File: src/rtl/nmcu_instr_frontend.sv
// NMCU CPU instruction front end: host queue, opcode/length checks,
// single-issue dispatch to the control unit, one response per instruction.

package nmcu_pkg;
   localparam int ADDR_WIDTH = 16;
   localparam int DATA_WIDTH = 32;
   localparam int LEN_WIDTH  = 8;
endpackage

package instr_pkg;
   import nmcu_pkg::*;

   typedef enum logic [3:0] {
      INSTR_NOP   = 4'd0,
      INSTR_STORE = 4'd1,
      INSTR_LOAD  = 4'd2,
      INSTR_MAC   = 4'd3
   } opcode_t;

   typedef struct packed {
      opcode_t                 opcode;
      logic [ADDR_WIDTH-1:0]   addr_a;
      logic [ADDR_WIDTH-1:0]   addr_b;
      logic [ADDR_WIDTH-1:0]   addr_c;
      logic [DATA_WIDTH-1:0]   data;
      logic [LEN_WIDTH-1:0]    len;
   } instruction_t;

   typedef struct packed {
      logic [DATA_WIDTH-1:0]   data;
      logic [1:0]              status;
   } nmcu_cpu_resp_t;
endpackage

module nmcu_instr_frontend
   import nmcu_pkg::*;
   import instr_pkg::*;
#(
   parameter int IQ_DEPTH = 4,
   parameter int MAX_LEN  = 16
) (
   input  logic                  clk,
   input  logic                  rst,
   input  logic                  cpu_instr_valid,
   input  instruction_t          cpu_instruction,
   output logic                  cpu_instr_ready,
   output logic                  nmcu_resp_valid_o,
   input  logic                  nmcu_resp_ready_i,
   output nmcu_cpu_resp_t        nmcu_response_o,
   output logic                  cu_instr_valid_o,
   output instruction_t          cu_instruction_o,
   input  logic                  cu_instr_ready_i,
   input  logic                  cu_done_i,
   input  logic [DATA_WIDTH-1:0] cu_result_i,
   input  logic [1:0]            cu_status_i,
   output logic                  busy_o,
   output logic                  err_o
);

   localparam int PW = (IQ_DEPTH > 1) ? $clog2(IQ_DEPTH) : 1;
   localparam int CW = $clog2(IQ_DEPTH + 1);

   localparam logic [CW-1:0]        LP_DEPTH   = CW'(IQ_DEPTH);
   localparam logic [LEN_WIDTH-1:0] LP_MAX_LEN = LEN_WIDTH'(MAX_LEN);
   localparam logic [LEN_WIDTH-1:0] LP_ONE     = LEN_WIDTH'(1);

   localparam logic [1:0] S_IDLE     = 2'd0;
   localparam logic [1:0] S_DISPATCH = 2'd1;
   localparam logic [1:0] S_WAIT_CU  = 2'd2;
   localparam logic [1:0] S_RESP     = 2'd3;

   localparam logic [1:0] ST_BAD_OP  = 2'b01;
   localparam logic [1:0] ST_BAD_LEN = 2'b10;

   instruction_t   r_mem [IQ_DEPTH];
   logic [PW-1:0]  r_wptr;
   logic [PW-1:0]  r_rptr;
   logic [CW-1:0]  r_count;
   logic           r_ready;

   logic [1:0]     r_state;
   instruction_t   r_cu_instr;
   nmcu_cpu_resp_t r_resp;
   logic           r_err;

   logic           w_push;
   logic           w_pop;
   logic [CW-1:0]  w_count_nxt;
   instruction_t   w_head;
   logic           w_op_legal;
   logic           w_len_ok;
   logic           w_reject;
   logic [1:0]     w_rej_status;

   // ready is registered, so a full queue refuses pushes even when
   // the head is popped in the same cycle
   assign w_push = cpu_instr_valid & r_ready;
   assign w_pop  = (r_state == S_IDLE) & (r_count != '0);
   assign w_head = r_mem[r_rptr];

   assign w_count_nxt = r_count + CW'(w_push) - CW'(w_pop);

   // queue storage; flushed logically by resetting pointers and count
   always_ff @(posedge clk) begin
      if (w_push) begin
         r_mem[r_wptr] <= cpu_instruction;
      end
   end

   // queue pointers, occupancy and registered host ready
   always_ff @(posedge clk or posedge rst) begin
      if (rst) begin
         r_wptr  <= '0;
         r_rptr  <= '0;
         r_count <= '0;
         r_ready <= 1'b0;
      end else begin
         if (w_push) begin
            r_wptr <= r_wptr + PW'(1);
         end
         if (w_pop) begin
            r_rptr <= r_rptr + PW'(1);
         end
         r_count <= w_count_nxt;
         r_ready <= (w_count_nxt < LP_DEPTH);
      end
   end

   // opcode and length legality of the queue head
   always_comb begin
      w_op_legal = 1'b0;
      w_len_ok   = 1'b0;
      case (w_head.opcode)
         INSTR_STORE,
         INSTR_LOAD: begin
            w_op_legal = 1'b1;
            w_len_ok   = (w_head.len == LP_ONE);
         end
         INSTR_MAC: begin
            w_op_legal = 1'b1;
            w_len_ok   = (w_head.len != '0) &&
                         (w_head.len <= LP_MAX_LEN);
         end
         default: begin
            w_op_legal = 1'b0;
            w_len_ok   = 1'b0;
         end
      endcase
   end

   assign w_reject     = ~(w_op_legal & w_len_ok);
   assign w_rej_status = w_op_legal ? ST_BAD_LEN : ST_BAD_OP;

   // single-issue sequencer: pop, dispatch, wait, respond
   always_ff @(posedge clk or posedge rst) begin
      if (rst) begin
         r_state    <= S_IDLE;
         r_cu_instr <= '0;
         r_resp     <= '0;
      end else begin
         case (r_state)
            S_IDLE: begin
               if (w_pop) begin
                  if (w_reject) begin
                     r_resp.data   <= '0;
                     r_resp.status <= w_rej_status;
                     r_state       <= S_RESP;
                  end else begin
                     r_cu_instr <= w_head;
                     r_state    <= S_DISPATCH;
                  end
               end
            end
            S_DISPATCH: begin
               if (cu_instr_ready_i) begin
                  r_state <= S_WAIT_CU;
               end
            end
            S_WAIT_CU: begin
               if (cu_done_i) begin
                  r_resp.data   <= cu_result_i;
                  r_resp.status <= cu_status_i;
                  r_state       <= S_RESP;
               end
            end
            S_RESP: begin
               if (nmcu_resp_ready_i) begin
                  r_state <= S_IDLE;
               end
            end
            default: begin
               r_state <= S_IDLE;
            end
         endcase
      end
   end

   // a completion pulse with nothing outstanding is a protocol error
   always_ff @(posedge clk or posedge rst) begin
      if (rst) begin
         r_err <= 1'b0;
      end else if (cu_done_i && (r_state != S_WAIT_CU)) begin
         r_err <= 1'b1;
      end
   end

   assign cpu_instr_ready   = r_ready;
   assign cu_instr_valid_o  = (r_state == S_DISPATCH);
   assign cu_instruction_o  = r_cu_instr;
   assign nmcu_resp_valid_o = (r_state == S_RESP);
   assign nmcu_response_o   = r_resp;
   assign busy_o            = (r_state != S_IDLE) | (r_count != '0);
   assign err_o             = r_err;

endmodule

File: config.mk
export PLATFORM = sky130hd
export DESIGN_NAME = nmcu_instr_frontend
export DESIGN_NICKNAME = d
export VERILOG_FILES = /design/src/rtl/nmcu_instr_frontend.sv
export SDC_FILE = /design/constraint.sdc
export NUM_CORES = 1
export LEC_CHECK = 0
export ABC_AREA = 1
export BUFFER_PORTS_ARGS = -buffer_cell sky130_fd_sc_hd__buf_2
export CAP_MARGIN = 40
export CELL_PAD_IN_SITES_DETAIL_PLACEMENT = 1
export CELL_PAD_IN_SITES_GLOBAL_PLACEMENT = 2
export CORE_ASPECT_RATIO = 0.9
export CORE_MARGIN = 1
export CORE_UTILIZATION = 39
export CTS_CLUSTER_SIZE = 8
export DETAILED_ROUTE_END_ITERATION = 8
export PLACE_DENSITY_LB_ADDON = 0.1
export REMOVE_ABC_BUFFERS = 1
export SKIP_CTS_REPAIR_TIMING = 1
export SLEW_MARGIN = 10
export SYNTH_ARGS = -nofsm -noshare
export SYNTH_HDL_FRONTEND = slang
export SYNTH_SLANG_ARGS = --single-unit
File: constraint.sdc
create_clock -name clk -period 6.5 [get_ports clk]
set_input_delay 0.65 -clock clk [delete_from_list [all_inputs] [get_ports clk]]
set_output_delay 0.65 -clock clk [all_outputs]
set_load 0.005 [all_outputs]
### Word-level counts from Yosys, hierarchy flattened

Memory sizes are Yosys's and may differ from the RTL's.
Cells that the tools add are included.

| storage, ports and cells | value |
|---|---|
| register bits after elaboration | 137 |
| bits in writable memories | 368 |
| bits of input ports | 132 |
| output and inout port bits | 131 |
| word-level logic and storage cells | 65 |
| memories | 1 |

| operators by class | value |
|---|---|
| add/subtract/negate cells | 4 |
| order comparisons | 2 |
| equality and inequality tests | 13 |
| muxes and demuxes | 15 |
| bitwise gates (word level) | 4 |
| reduce and logical (&&, ||, !) cells | 12 |

Memories:

| name | depth | bits a word | read ports | clocked after memory_dff | wr ports | line | RTL |
|---|---|---|---|---|---|---|---|
| r_mem | 4 | 92 | 1 | 0 | 1 | 75 | `instruction_t r_mem [IQ_DEPTH];` |

Operator list:

| operator | number |
|---|---|
| 34-bit two-way mux | 3 |
| 34-bit case mux with 2 select lines | 1 |
| 2-bit two-way mux | 6 |
| 4-bit by 2-bit == test with 1-bit output, second input constant | 2 |
| 8-bit by 1-bit == test with 1-bit output, second input constant | 1 |
| 8-bit by 5-bit <= comparator with 1-bit output, second input constant | 1 |
| 2-bit inequality test, second input constant | 4 |
| 2-bit case mux with 4 select lines | 1 |
| 4-bit AND reduction | 2 |
| 8-bit nonzero test | 1 |
| 2-bit by 1-bit adder with 2-bit output, second input constant | 2 |
| 2-bit == test, second input constant | 2 |
| 4-bit by 1-bit == test with 1-bit output, second input constant | 1 |
| 2-bit by 1-bit inequality test with 1-bit output, second input constant | 2 |
| 2-bit nonzero test | 2 |
| 3-bit by 1-bit adder with 3-bit output | 1 |
| 1-bit bitwise AND | 3 |
| 3-bit less-than comparator, second input constant | 1 |
| 1-bit two-way mux | 3 |
| 3-bit AND reduction | 1 |
| 3-bit nonzero test | 1 |
| 3-bit OR reduction | 1 |
| 3-bit by 1-bit subtractor with 3-bit output | 1 |
| 2-bit by 1-bit == test with 1-bit output, second input constant | 1 |
| 5 further kinds | 6 |

### Logic depth before layout (Yosys ltp)

Gate-level depths: netlist of the first run.
An unclocked memory read counts as a cell.

| depth | value |
|---|---|
| word-level depth | 8 |
| depth in mapped cells | 17 |
| mapped depth without buffers | 14 |

### Worst setup path after synthesis of the first run

OpenSTA, ideal clock, no wires.

| timing path | value |
|---|---|
| path type | input -> register |
| start | in cpu_instr_valid |
| end | mem r_mem[0][0] (netlist bit), enable pin |
| setup time | 0.544 ns |
| data arrival time | 4.664 ns |
| required time | 5.956 ns |
| path slack | 1.292 ns |
| stages on the path | 2 |
| path buffers | 0 |
| cell sequence | nand2_1 -> nor2_1 |

| on the way | value |
|---|---|
| cells in the longest elaborated chain, start to end | 3 |

RTL lines:

| what | line | RTL |
|---|---|---|
| from (decl) | 44 | `input logic cpu_instr_valid,` |
| 1-bit bitwise AND | 97 | `assign w_push = cpu_instr_valid & r_ready;` |
| 1-bit two-way mux | 105 | `if (w_push) begin` |
| 1-bit two-way mux (implied by the code) | 106 | `r_mem[r_wptr] <= cpu_instruction;` |
| to (decl) | 75 |  |

No other way between the ends.

### Worst setup path in the final report of the first run

| timing path | value |
|---|---|
| start | reg r_rptr[0] |
| end | reg r_resp, in the netlist nmcu_response_o[7] |

| on the way | value |
|---|---|
| cells in the longest elaborated chain, start to end | 7 |
| elaborated cells between the ends (all ways) | 15 |
| those cells by class | 1 x order compare; 5 x eq/ne; 2 x mux; 1 x bitwise; 5 x reduce/logical; 1 x memory |

RTL lines:

| what | line | RTL |
|---|---|---|
| from (decl) | 77 | `logic [PW-1:0] r_rptr;` |
| from (signal assigned) | 122 | `r_rptr <= r_rptr + PW'(1);` |
| memory 4 x 92 bit * | n/a |  |
| 8-bit by 5-bit <= comparator with 1-bit output, or another cell as far along | 142 | `(w_head.len <= LP_MAX_LEN);` |
| 1-bit logical AND, or another cell as far along | 141 | `w_len_ok = (w_head.len != '0) &&` |
| 1-bit case mux with 2 select lines / 1-bit two-way mux (equally long branches) | 133 | `case (w_head.opcode)` |
| 1-bit bitwise AND * | 151 | `assign w_reject = ~(w_op_legal & w_len_ok);` |
| 2-bit inequality test (no line) * | n/a |  |
| 4-bit AND reduction (no line) * | n/a |  |
| to (decl) | 83 | `nmcu_cpu_resp_t r_resp;` |

Mark *: on every way between the ends. The rest lies on a longest branch, timed or not.
A chain may end at the register's enable or synchronous reset.

==> impl_metrics.yaml, run 1 <==
grt:
  gr-total-overflow: 0
  grt_pass1_vias: 12876
  antenna_found_initial: 6
  track_usage_pct: 18.96
  grt_max_degree: 95
  grt_first_pass_wirelength_um: 73820
critical_path:
  crit_path_max_fanout: 93
  arrival_ns: 4.41
  start_kind: "flop"
  required_ns: 6.97
  r2r_cells: 15
  critPathKind: "reg2reg"
  endpoint_kind: "flop"
final_layout:
  layout_commonest_cell: "nand2_1"
  nNetsFinal: 1930
  fin_cells: 2478
  final_util_pct: 47.85
  drive_gt1_share_pct: 20.20
  final_cell_mix: "nand2_1 (502), edfxtp_1 (368), buf_2 (262)"
  fillers: 5158
  area_growth_pct: 20.93
synthesis:
  ys_warn_count: 0
  synth_area_per_cell_sq_um: 12.76
  synth_seq_cells: 505
  ys_seq_area_share_pct: 74.48
  synthTopCellsByArea: "edfxtp_1 (57%), dfrtp_1 (18%), nand2_1 (9.7%)"
  syn-cell-area_sq_um: 19440
  yosysTopAreaCellShare_pct: 56.84
  postSynthCellCount: 1524
  synth_top_cell_by_area: "edfxtp_1"
  ys_types: 26
floorplanning:
  die_y_um: 213.8
  fp.coreArea_sq_um: 49130
  rows: 77
  dieArea_sq_um: 50740
  dieWidth_um: 237.3
  io_pins: 263
  start_util_pct: 39.56
routing:
  wl_um: 47270
  ant_nets: 0
  drcViolationCount: 0
  via_per_inst: 4.973
  wl_per_cell_um: 19.08
  drt_pre_antenna_iters: 4
  drt_iter0_markers: 642
  via_count: 12324
hold_path:
  hold_path.class: "in2async"
timing:
  hold_viol_final: 0
  fin_tns_setup_ns: 0
  grt_setup_unrepaired: "no"
  max-slew-margin-rel_pct: 41.19
  setup_viol: 0
  clock_skew_ns: 0.01993
  whs_ns: 0.008972
  final.min_clock_period_ns: 3.938
  fmax_mhz: 254.0
  fin_crit_sh_pct: 60.58
  slew_viol_final: 0
  worst_pin_slew_ns: 0.8822
clocking:
  cts_tree: "yes"
  h-tree-depth: 3
  numCtsBuffers: 73
  cts.path.max_buffers: 3
  clk_latency_ns: 0.60
  cts-root-buf: "clkbuf_16"
  clock-sinks: 505
  cts.clk_slew.worst_paths_ns: 0.05
power_and_ir_drop:
  p_seq_share_pct: 40.5
  cellLeakagePower_nw: 9.758
  power_density_nw_per_um2: 458.1
  ir_drop_mv: 0.2586
  switchingPower_mw: 3.519
  swShare_pct: 32.67
  internal-power_mw: 7.250
  finalPower_mw: 10.77
  clkPwrFrac_pct: 32.6
  p_comb_share_pct: 26.9
place:
  routabilityCongestion: 0.7094
  place.port_buffers: 262
  dp_hpwl_um: 27370
  dp.cells: 2343
job:
  cap_violations: 0
run_status:
  status: "complete, no violations"
-- Yosys cell counts --
master    number
o21ai_1       80
fa_1           1
a21oi_1       83
inv_1         62
nand2_1      503
inv_4          1
nor2_1        19
nand2_2        2
o21a_1         1
buf_4          6
clkbuf_1      56
dfrtp_1      137
nand3_1       62
buf_1          4
nand4_1        1
nor3b_1        1
edfxtp_1     368
buf_6         19
buf_2          8
a32o_1        80
a21o_1         1
o21ai_0       11
o22ai_1        1
xor2_1         5
ha_1          11
a22oi_1        1
-- routing by layer --
metal  wire (um)  GRT usage [%]
met3        2055          4.480
met1       21590          24.97
met4         778          5.273
met2       22830          31.49
met5          13              0
-- worst max-delay path: stages, from the launching register on --
cell and delay [ns]:
dfrtp_4 0.64, buf_16 0.28, inv_6 0.56, nand2_1 0.12, nand3_1 0.10, nand2_1 0.09, nand2_1 0.12, inv_1 0.05
nand2_1 0.07, nor2_1 0.04, nand2_1 0.08, nand2_1 0.12, nand2_2 0.59, nand2_2 0.64, nand2_1 0.20, nand2_1 0.07
-- cells by family after synthesis --
family,count (synthesis),synth area share [%]
AO/OA/AOI/OAI,258,8.747
flip-flops,505,74.48
buffers and inverters,156,3.926
XOR/XNOR,5,0.2253
adder cells (fa/ha/maj),12,0.8110
AND/OR/NAND/NOR,588,11.81
-- final timing paths --
check / from / to / slack, ns
max in group asynchronous: rst / r_rptr[0] / 5.48
min: rst / nmcu_response_o[15] / 0.009
min reg2reg: err_o / err_o / 0.45
max reg2reg: r_rptr[0] / nmcu_response_o[7] / 2.56
max: r_rptr[0] / nmcu_response_o[7] / 2.56
min in group clk: cpu_instruction[34] / r_mem[1][34] / 0.27
-- sequential cells by signal (all words and copies together) (netlist names) --
register and count:
r_mem 368, cu_instruction_o 92, nmcu_response_o 34, r_count 3, r_rptr 2, r_state 2, r_wptr 2, cpu_instr_ready 1
err_o 1
-- power by group through the flow --
stage / logic [mW] / clock network, mW / registers, mW
finish: 2.89 / 3.51 / 4.36
global route: 3.29 / 3.74 / 4.43
CTS: 2.99 / 3.61 / 4.37
detailed placement: 2.98 / 0 / 4.43
global placement: 2.82 / 0 / 4.47
floorplan: 1.78 / 0 / 4.52
-- layout make-up --
class	instances	area, sq um	area share [%]
Inverter	63	251.5	1.070
Multi-Input combinational cell	863	4239	18.03
Sequential cell	505	14480	61.61
Clock inverter	6	82.58	0.3513
Tap cell	632	790.8	3.364
Clock buffer	125	2043	8.691
Antenna cell	4	10.01	0.04258
Timing Repair Buffer	280	1609	6.844
-- stage by stage --
stage | setup WS [ns] | area, sq um
after global routing | 2.021 | 23500
after floorplan | -2.162 | 18920
after global placement | 2.029 | 21220
final | 2.562 | 23510
after CTS | 2.384 | 23500
after detailed placement | 2.394 | 21370
No activity file was read; power rests on OpenSTA's default activity.
==> run 2: changes to the inputs <==
Settings changed: ABC_AREA 1 to 0, CORE_UTILIZATION 39 to 40.
Clock period 6.5 ns to 3.92 ns, I/O delays scaled along.
==> impl_metrics.yaml, run 2 <==
run_status:
  status: "complete, no violations"
grt:
  grt_pass1_vias: 9997
  grt_first_pass_wirelength_um: 62220
  track_usage_pct: 17.73
  antenna_found_initial: 6
  grt_max_degree: 64
  gr-total-overflow: 0
timing:
  fmax_mhz: 307.5
  max-slew-margin-rel_pct: 52.24
  setup_viol: 0
  worst_pin_slew_ns: 0.7164
  fin_crit_sh_pct: 82.96
  clock_skew_ns: 0.01535
  fin_tns_setup_ns: 0
  slew_viol_final: 0
  grt_setup_unrepaired: "no"
  hold_viol_final: 0
  final.min_clock_period_ns: 3.252
critical_path:
  crit_path_max_fanout: 44
  start_kind: "flop"
  path_delay_family: "simple AND/OR/NAND/NOR gates"
  crit_buf_inv: 1
  critPathKind: "reg2reg"
  arrival_ns: 3.73
  cp_slowest_stage_delay_ns: 0.56
  critPathSlowestCell: "or4b_1"
  endpoint_kind: "flop"
  required_ns: 4.39
  crit_path_cell_trace: "mux4_2 -> or4b_1 -> or3_1 -> nand3_2 -> and3_4 -> buf_12 -> mux2_2"
hold_path:
  hold_path.class: "in2reg"
clocking:
  cts-root-buf: "clkbuf_16"
  h-tree-depth: 3
  cts.path.max_buffers: 3
  cts_tree: "yes"
  clock-sinks: 505
  clk_latency_ns: 0.60
  cts.clk_slew.worst_paths_ns: 0.05
  numCtsBuffers: 73
synthesis:
  ys_types: 40
  synthSimpleGateAreaFrac_pct: 1.075
  synth_edf_count: 368
  muxShareOfSynthArea_pct: 16.21
  synth_ff_type: "edfxtp_1"
  ys_seq_area_share_pct: 77.78
  synth_area_per_cell_sq_um: 22.37
  synth_compound_area_share_pct: 1.969
  synth_top_cell_by_area: "edfxtp_1"
  postSynth.asyncResetShare_pct: 27.13
  synth_most_common_cell: "edfxtp_1"
  synth_seq_cells: 505
  synth_xor_area_share_pct: 0.2353
  synth_top_family_by_area: "multiplexers"
  ys_top_cells_by_count: "edfxtp_1 (368), dfrtp_1 (137), mux4_2 (89)"
  ys_warn_count: 0
  synthTopCellsByArea: "edfxtp_1 (59%), dfrtp_1 (18%), mux4_2 (11%)"
  yosysTopAreaCellShare_pct: 59.37
  syn-cell-area_sq_um: 18610
  synth_fa_ha_area_share_pct: 0.8469
  postSynthCellCount: 832
power_and_ir_drop:
  finalPower_mw: 16.20
  internal-power_mw: 11.89
  cellLeakagePower_nw: 9.348
  p_seq_share_pct: 43.0
  ir_drop_mv: 0.4561
  clkPwrFrac_pct: 35.8
  switchingPower_mw: 4.304
  p_comb_share_pct: 21.2
  swShare_pct: 26.57
  power_density_nw_per_um2: 692.3
routing:
  via_per_inst: 4.985
  ant_nets: 0
  via_count: 9346
  drt_iter0_markers: 376
  wl_per_cell_um: 22.00
  wl_um: 41250
  drcViolationCount: 0
  drt_pre_antenna_iters: 5
final_layout:
  largest_reg_flops: 368
  final_cell_mix: "edfxtp_1 (368), buf_2 (262), dfrtp_1 (135)"
  fillers: 4156
  seq_area_sq_um: 14490
  nNetsFinal: 1351
  largest_register: "r_mem"
  layout_commonest_cell: "edfxtp_1"
  multiInputGateArea_sq_um: 3822
  area_growth_pct: 25.68
  drive_gt1_share_pct: 37.85
place:
  place.port_buffers: 262
  routabilityCongestion: 0.7099
  dp_hpwl_um: 24380
floorplanning:
  die_y_um: 206.7
  start_util_pct: 40.78
  rows: 74
  fp.coreArea_sq_um: 45650
  dieWidth_um: 229.4
  dieArea_sq_um: 47400
  io_pins: 263
job:
  cap_violations: 0
[run 2: worst paths after layout]
kind	to	cells after the start	slack [ns]	start
max in group asynchronous	nmcu_response_o[0]	4	2.55	rst
hold reg to reg	err_o	1	0.46	err_o
setup reg to reg	cu_instruction_o[42]	7	0.67	r_rptr[0]
min in group asynchronous	cu_instruction_o[81]	3	0.47	rst
hold / removal	nmcu_response_o[14]	2	0.02	cu_result_i[12]
setup / recovery	cu_instruction_o[42]	7	0.67	r_rptr[0]
[run 2: stage by stage]
stage	setup slack, ns	std cells	util, %	area, sq um	hold WS (ns)
finish	0.6678	1875	51.25	23390	0.01547
global route	0.5261	1871	51.23	23380	0.0008319
CTS	0.6307	1818	50.07	22850	-0.08246
detailed placement	0.6321	1687	45.37	20710	0.4632
global placement	0.6528	1685	45.25	20650	0.4385
floorplan	-3.241	795	-	18320	0.4510
[run 2: final cells by class]
class                      instances  share of cell area (%)
sequential                       505                   61.92
multi-input combinational        275                   16.34
timing repair buffer             337                   9.017
clock buffer                     125                   8.825
tap                              608                   3.252
clock inverter                     6                  0.3370
inverter                          15                  0.2621
antenna                            4                 0.04279
[run 2: logic make-up (layout without fill, tap and decap cells)]
| kind of cell | count (synthesis) | count (layout) |
|---|---|---|
| fa+ha+maj | 12 | 12 |
| simple gates | 34 | 34 |
| other cells | 0 | 4 |
| compound gates | 45 | 45 |
| buf+inv | 52 | 483 |
| mux | 179 | 179 |
| flops | 505 | 505 |
| xor+xnor | 5 | 5 |
[run 2: routing by layer]
layer  global-route usage, %  share of wire, %  wire, um  up-vias
li1                        -                 -         -     4137
met2                   28.83                48     19990      246
met1                   22.47                43     17840     4882
met3                   6.126               6.2      2543       77
met4                   5.524               2.1       850        4
met5                       0             0.063        26        -
[run 2: power by group through the flow]
stage / Clock [mW] / Combinational, mW / Sequential [mW]
after floorplan: 0 / 2.09 / 7.34
after global placement: 0 / 3.41 / 7.03
after detailed placement: 0 / 3.49 / 7.07
after CTS: 5.98 / 3.51 / 6.97
after global routing: 6.18 / 3.79 / 7.05
final: 5.80 / 3.44 / 6.96
